<file path="config.mk">
export PLATFORM = sky130hd
export DESIGN_NAME = wb_regfile
export DESIGN_NICKNAME = d
export VERILOG_FILES = /design/src/rtl/wb_regfile_pkg.sv /design/src/rtl/wb_regfile_regfile_array.sv /design/src/rtl/wb_regfile.sv
export SDC_FILE = /design/constraint.sdc
export NUM_CORES = 2
export LEC_CHECK = 0
export CELL_PAD_IN_SITES_DETAIL_PLACEMENT = 1
export CELL_PAD_IN_SITES_GLOBAL_PLACEMENT = 2
export CORE_MARGIN = 1
export CORE_UTILIZATION = 43
export CTS_CLUSTER_DIAMETER = 50
export DETAILED_ROUTE_END_ITERATION = 10
export PLACE_DENSITY = 0.92
export SLEW_MARGIN = 20
export SYNTH_ARGS = -nofsm -noshare
export SYNTH_HDL_FRONTEND = slang
export SYNTH_SLANG_ARGS = --single-unit
</file>
<file path="constraint.sdc">
create_clock -name clk -period 10.4 [get_ports clk]
set_input_delay 3.12 -clock clk [delete_from_list [all_inputs] [get_ports clk]]
set_output_delay 3.12 -clock clk [all_outputs]
set_load 0.005 [all_outputs]
</file>
<file path="src/rtl/wb_regfile_pkg.sv">
// Shared writeback-stage constants: WB_in bit positions, default widths,
// and the hard-wired zero register index.
package wb_regfile_pkg;
  localparam int DATA_W_DEF  = 32;
  localparam int ADDR_W_DEF  = 5;
  localparam int WB_REGWRITE = 1;
  localparam int WB_MEMTOREG = 0;
  localparam int ZERO_REG    = 0;
endpackage

</file>
<file path="src/rtl/wb_regfile_regfile_array.sv">
// Flip-flop register storage: one write port, two raw asynchronous read ports.
// Register 0 is never written and always reads as zero.
module regfile_array
  import wb_regfile_pkg::*;
#(
  parameter int DATA_W = DATA_W_DEF,
  parameter int ADDR_W = ADDR_W_DEF
) (
  input  logic              clk,
  input  logic              reset,
  input  logic              we,
  input  logic [ADDR_W-1:0] waddr,
  input  logic [DATA_W-1:0] wdata,
  input  logic [ADDR_W-1:0] raddr1,
  input  logic [ADDR_W-1:0] raddr2,
  output logic [DATA_W-1:0] rdata1,
  output logic [DATA_W-1:0] rdata2
);
  localparam int NREGS = 1 << ADDR_W;
  localparam logic [ADDR_W-1:0] ZERO_IDX = ADDR_W'(ZERO_REG);

  logic [NREGS-1:0][DATA_W-1:0] regs;

  always_ff @(posedge clk) begin
    if (reset)
      regs <= '0;
    else if (we && waddr != ZERO_IDX)
      regs[waddr] <= wdata;
  end

  // Zero-index reads are gated so the slot's contents never matter.
  assign rdata1 = (raddr1 == ZERO_IDX) ? '0 : regs[raddr1];
  assign rdata2 = (raddr2 == ZERO_IDX) ? '0 : regs[raddr2];
endmodule

</file>
<file path="src/rtl/wb_regfile.sv">
// Writeback stage register file: result mux, write-before-read bypass on both
// read ports, and a retired-write counter.
module wb_regfile
  import wb_regfile_pkg::*;
#(
  parameter int DATA_W = DATA_W_DEF,
  parameter int ADDR_W = ADDR_W_DEF
) (
  input  logic              clk,
  input  logic              reset,
  input  logic [1:0]        WB_in,
  input  logic [DATA_W-1:0] DatoLeido,
  input  logic [DATA_W-1:0] Direccion,
  input  logic [ADDR_W-1:0] MUXRes,
  input  logic [ADDR_W-1:0] ReadReg1,
  input  logic [ADDR_W-1:0] ReadReg2,
  output logic [DATA_W-1:0] Dato1,
  output logic [DATA_W-1:0] Dato2,
  output logic [DATA_W-1:0] WriteData,
  output logic [31:0]       RetireCount
);
  localparam logic [ADDR_W-1:0] ZERO_IDX = ADDR_W'(ZERO_REG);

  logic              commit;
  logic [DATA_W-1:0] raw1, raw2;
  logic [31:0]       retire_count_q;

  assign WriteData = WB_in[WB_MEMTOREG] ? DatoLeido : Direccion;
  assign commit    = WB_in[WB_REGWRITE] && (MUXRes != ZERO_IDX);

  regfile_array #(.DATA_W(DATA_W), .ADDR_W(ADDR_W)) u_array (
    .clk    (clk),
    .reset  (reset),
    .we     (commit),
    .waddr  (MUXRes),
    .wdata  (WriteData),
    .raddr1 (ReadReg1),
    .raddr2 (ReadReg2),
    .rdata1 (raw1),
    .rdata2 (raw2)
  );

  // Same-cycle forwarding so decode sees the value being retired this edge.
  assign Dato1 = (commit && ReadReg1 == MUXRes) ? WriteData : raw1;
  assign Dato2 = (commit && ReadReg2 == MUXRes) ? WriteData : raw2;

  always_ff @(posedge clk) begin
    if (reset)
      retire_count_q <= '0;
    else if (commit)
      retire_count_q <= retire_count_q + 32'd1;
  end

  assign RetireCount = retire_count_q;
endmodule
</file>
==> load_flow_metrics.sql <==
INSERT INTO impl_metrics (metric_group, metric, value, unit) VALUES
('status', 'outcome', 'completed', ''),
('setup_path', 'cp.arrival', '7.17', 'ns'),
('route', 'route.vias.total', '48400', ''),
('cells_and_area', 'drive_gt1_frac', '0.166', ''),
('floorplanning', 'fp.dieArea', '126000', 'um^2'),
('cts', 'cts.repair.resized', '0', ''),
('route', 'drc', '0', ''),
('place', 'place.port_buffers', '210', ''),
('sta', 'final_max_slew_viol_count', '0', ''),
('synth', 'postSynth.topFlopCell', 'dfxtp_1', ''),
('synth', 'net_count_synth', '5630', ''),
('power', 'total_leakage_power', '20.8', 'nW'),
('floorplanning', 'placement_rows', '129', ''),
('setup_path', 'critical_path_peak_fanout', '10', ''),
('setup_path', 'cp-end-kind', 'output port', ''),
('power', 'power.switching', '2.80', 'mW'),
('sta', 'unrepaired_setup_endpoints_after_global_routing', 'no', ''),
('place', 'pre_cts_ws', '0.389', 'ns'),
('synth', 'postSynthCellCount', '5546', ''),
('cells_and_area', 'fillCellCount', '13500', ''),
('sta', 'slew_headroom', '0.156', ''),
('global_route', 'grt_pass1_wl', '333000', 'um'),
('min_path', 'worst_hold_path_type', 'reg -> reg', ''),
('power', 'power_density', '166', 'nW/um^2'),
('floorplanning', 'fp.coreArea', '124000', 'um^2'),
('synth', 'netlist_area', '53600', 'um^2'),
('power', 'p_comb_frac', '0.117', ''),
('power', 'p_sw_frac', '0.271', ''),
('synth', 'synth.distinct_cells', '51', ''),
('cts', 'tritoncts', 'built', ''),
('synth', 'synth-async-reset-ratio', '0', ''),
('route', 'post_drt_wl_per_cell', '31.9', 'um'),
('synth', 'postSynthRegisterBits', '1056', ''),
('setup_path', 'reg2regPathDepth', '5', ''),
('route', 'initialDrtViolationCount', '5877', ''),
('job', 'timing.max_cap.violations', '0', ''),
('power', 'pwr-share-clk', '0.483', ''),
('cells_and_area', 'final_nets', '5508', ''),
('sta', 'setup_viol_count_final', '0', ''),
('setup_path', 'required', '7.28', 'ns'),
('route', 'ant_nets', '0', ''),
('synth', 'yosysSeqAreaShare', '0.394', ''),
('global_route', 'maximum_number_of_pins_on_one_net_before_global_route_repair', '230', ''),
('sta', 'fmax', '0.0972', 'GHz'),
('cts', 'cts_num_sinks', '1056', ''),
('route', 'detail_route.first_pass.iterations', '6', ''),
('global_route', 'grt_overflow', '0', ''),
('floorplanning', 'die_width', '355', 'um'),
('global_route', 'grt.total_usage', '0.354', ''),
('floorplanning', 'die-height', '355', 'um'),
('min_path', 'holdPathStages', '1', ''),
('global_route', 'first_global_vias', '48700', ''),
('floorplanning', 'initial_utilization', '0.434', ''),
('sta', 'finalClockSkew', '0.0138', 'ns'),
('setup_path', 'path_class', 'in -> out', ''),
('cts', 'htreeDepth', '4', ''),
('place', 'detailedPlacementHpwl', '142000', 'um'),
('sta', 'timing.final.crit_share', '0.990', ''),
('setup_path', 'critPathLaunchType', 'input pin', ''),
('synth', 'synth-edff-count', '0', ''),
('place', 'place_congestion', '0.926', ''),
('cts', 'clk-insertion-delay-late', '0.78', 'ns'),
('sta', 'finalWorstSetupSlack', '0.107', 'ns'),
('route', 'wl', '229000', 'um'),
('synth', 'synth_area_per_cell', '9.67', 'um^2'),
('cts', 'hold_buffers', '0', ''),
('synth', 'synthesis.yosys.warnings', '0', ''),
('power', 'vdd_drop_max', '165', 'uV'),
('floorplanning', 'num_io_pins', '211', ''),
('cts', 'clk_pin_slew_worst_paths', '0.05', 'ns'),
('power', 'internal_power', '7.54', 'mW'),
('power', 'power.share.sequential', '0.400', ''),
('route', 'via_per_inst', '6.74', ''),
('cts', 'cts_post_setup_buffers_inserted', '0', ''),
('cts', 'max-clock-path-buffers', '3', ''),
('sta', 'worstMarginPinSlew', '1.27', 'ns'),
('cells_and_area', 'area_growth', '15.8', '%'),
('sta', 'final.min_clock_period', '10.29', 'ns'),
('cts', 'tritoncts.num_buffers', '136', ''),
('cts', 'cts-root-buf', 'clkbuf_16', ''),
('global_route', 'initial_antenna_violation_count', '19', ''),
('sta', 'final_hold_viol_count', '0', ''),
('sta', 'totalNegativeSetupSlack', '0', 'ns');
[synth_stat cells, types with 3 or more instances]
master	n	share of area
a211oi_1	1018	0.14
a21oi_1	94	0.0088
a221oi_1	40	0.0065
a221oi_2	5	0.0014
a22o_1	38	0.0062
a22oi_1	113	0.016
a311o_1	6	0.0011
and2_1	6	0.00070
and3_1	16	0.0019
and4_1	4	0.00065
buf_1	13	0.00091
buf_2	187	0.017
buf_4	11	0.0015
buf_6	10	0.0021
clkbuf_1	439	0.031
dfxtp_1	1056	0.39
inv_1	39	0.0027
mux2_2	139	0.029
mux2i_1	531	0.099
mux4_2	256	0.11
nand2_1	113	0.0079
nand2b_1	5	0.00058
nand3_1	61	0.0057
nand3b_1	10	0.0014
nand4_1	24	0.0028
nor2_1	1041	0.073
nor2_2	3	0.00035
nor2_4	13	0.0027
nor2b_1	41	0.0048
nor3_1	10	0.00093
nor4_1	14	0.0016
o211a_1	11	0.0021
o211ai_1	8	0.0011
o21ai_0	5	0.00047
o221ai_1	33	0.0054
o22ai_1	71	0.0083
o31ai_1	3	0.00042
or3_1	8	0.00093
xnor2_1	30	0.0049
xor2_1	6	0.00098
[worst paths after layout]
kind / from / endpoint / slack (ns)
hold reg to reg: u_array.regs[3] / u_array.regs[3] / 0.48
setup reg to reg: RetireCount[4] / RetireCount[30] / 7.83
hold / removal: u_array.regs[3] / u_array.regs[3] / 0.48
setup / recovery: MUXRes[4] / Dato1[6] / 0.11
[layer usage]
metal / global-route usage / share of wire
met4: 0.206 / 0.059
met2: 0.522 / 0.43
met1: 0.459 / 0.40
met5: 0 / 0.00048
met3: 0.106 / 0.11
[logic make-up (layout without fill, tap and decap cells)]
kind of cell / count (synthesis) / in the layout / synth area share
fa+ha+maj: 1 / 1 / 0.000233
simple gates: 1377 / 1377 / 0.107
mux: 926 / 926 / 0.236
compound gates: 1451 / 1451 / 0.202
flops: 1056 / 1056 / 0.394
buf+inv: 699 / 685 / 0.0554
xor+xnor: 36 / 36 / 0.00588
other cells: 0 / 7 / 0
[flip-flops by register name (all words and copies together) (netlist names)]
signal and flops:
u_array.regs 1024, RetireCount 32
[metrics by stage]
| stage | instances | total power [mW] | instance area [um^2] | utilization | hold WS, ns |
|---|---|---|---|---|---|
| after detailed placement | 6922 | 5.38 | 57400 | 0.464 | 0.470 |
| after global routing | 7172 | 10.6 | 62100 | 0.502 | 0.495 |
| final | 7176 | 10.3 | 62100 | 0.503 | 0.482 |
| after floorplan | 5546 | 4.85 | 53600 | - | 0.451 |
| after CTS | 7168 | 10.3 | 62100 | 0.502 | 0.480 |
| after global placement | 6918 | 5.37 | 57300 | 0.463 | 0.463 |
[area by class of cell]
cell class	count	area [um^2]	area share
flip-flops and latches	1056	21100	0.340
well taps	1637	2050	0.0330
diodes	7	17.5	0.000282
clock buffers	184	3860	0.0621
clock inverters	62	845	0.0136
inverters	39	146	0.00236
repair buffers	400	3930	0.0632
multi-input cells	3791	30200	0.485
[worst max-delay path: stages]
cell             delay, ns
clkdlybuf4s50_1       0.78
or3_1                 0.77
o21a_1                0.40
a31oi_4               0.20
buf_4                 0.24
o221ai_1              0.14
o22ai_1               0.84
clkdlybuf4s50_1       0.67
[power groups by stage]
| stage | combinational, mW | clock, mW | sequential [mW] |
|---|---|---|---|
| after detailed placement | 1.16 | 0 | 4.22 |
| after CTS | 1.17 | 5.01 | 4.13 |
| after floorplan | 0.646 | 0 | 4.21 |
| after global routing | 1.24 | 5.19 | 4.14 |
| final | 1.21 | 5.00 | 4.14 |
| after global placement | 1.15 | 0 | 4.22 |
[placed cells by master (no fill, tap or decap), drive strengths merged, types with 41 or more instances in the layout]
| cell | instances |
|---|---|
| nor2 | 1057 |
| dfxtp | 1056 |
| a211oi | 1018 |
| mux2i | 531 |
| mux4 | 256 |
| buf | 202 |
| clkdlybuf4s50 | 198 |
| clkbuf | 184 |
| mux2 | 139 |
| nand2 | 114 |
| a22oi | 113 |
| a21oi | 94 |
| o22ai | 71 |
| nand3 | 62 |
| inv | 50 |
| a221oi | 45 |
| nor2b | 41 |
Note: power is estimated with default switching activity, not from simulation.
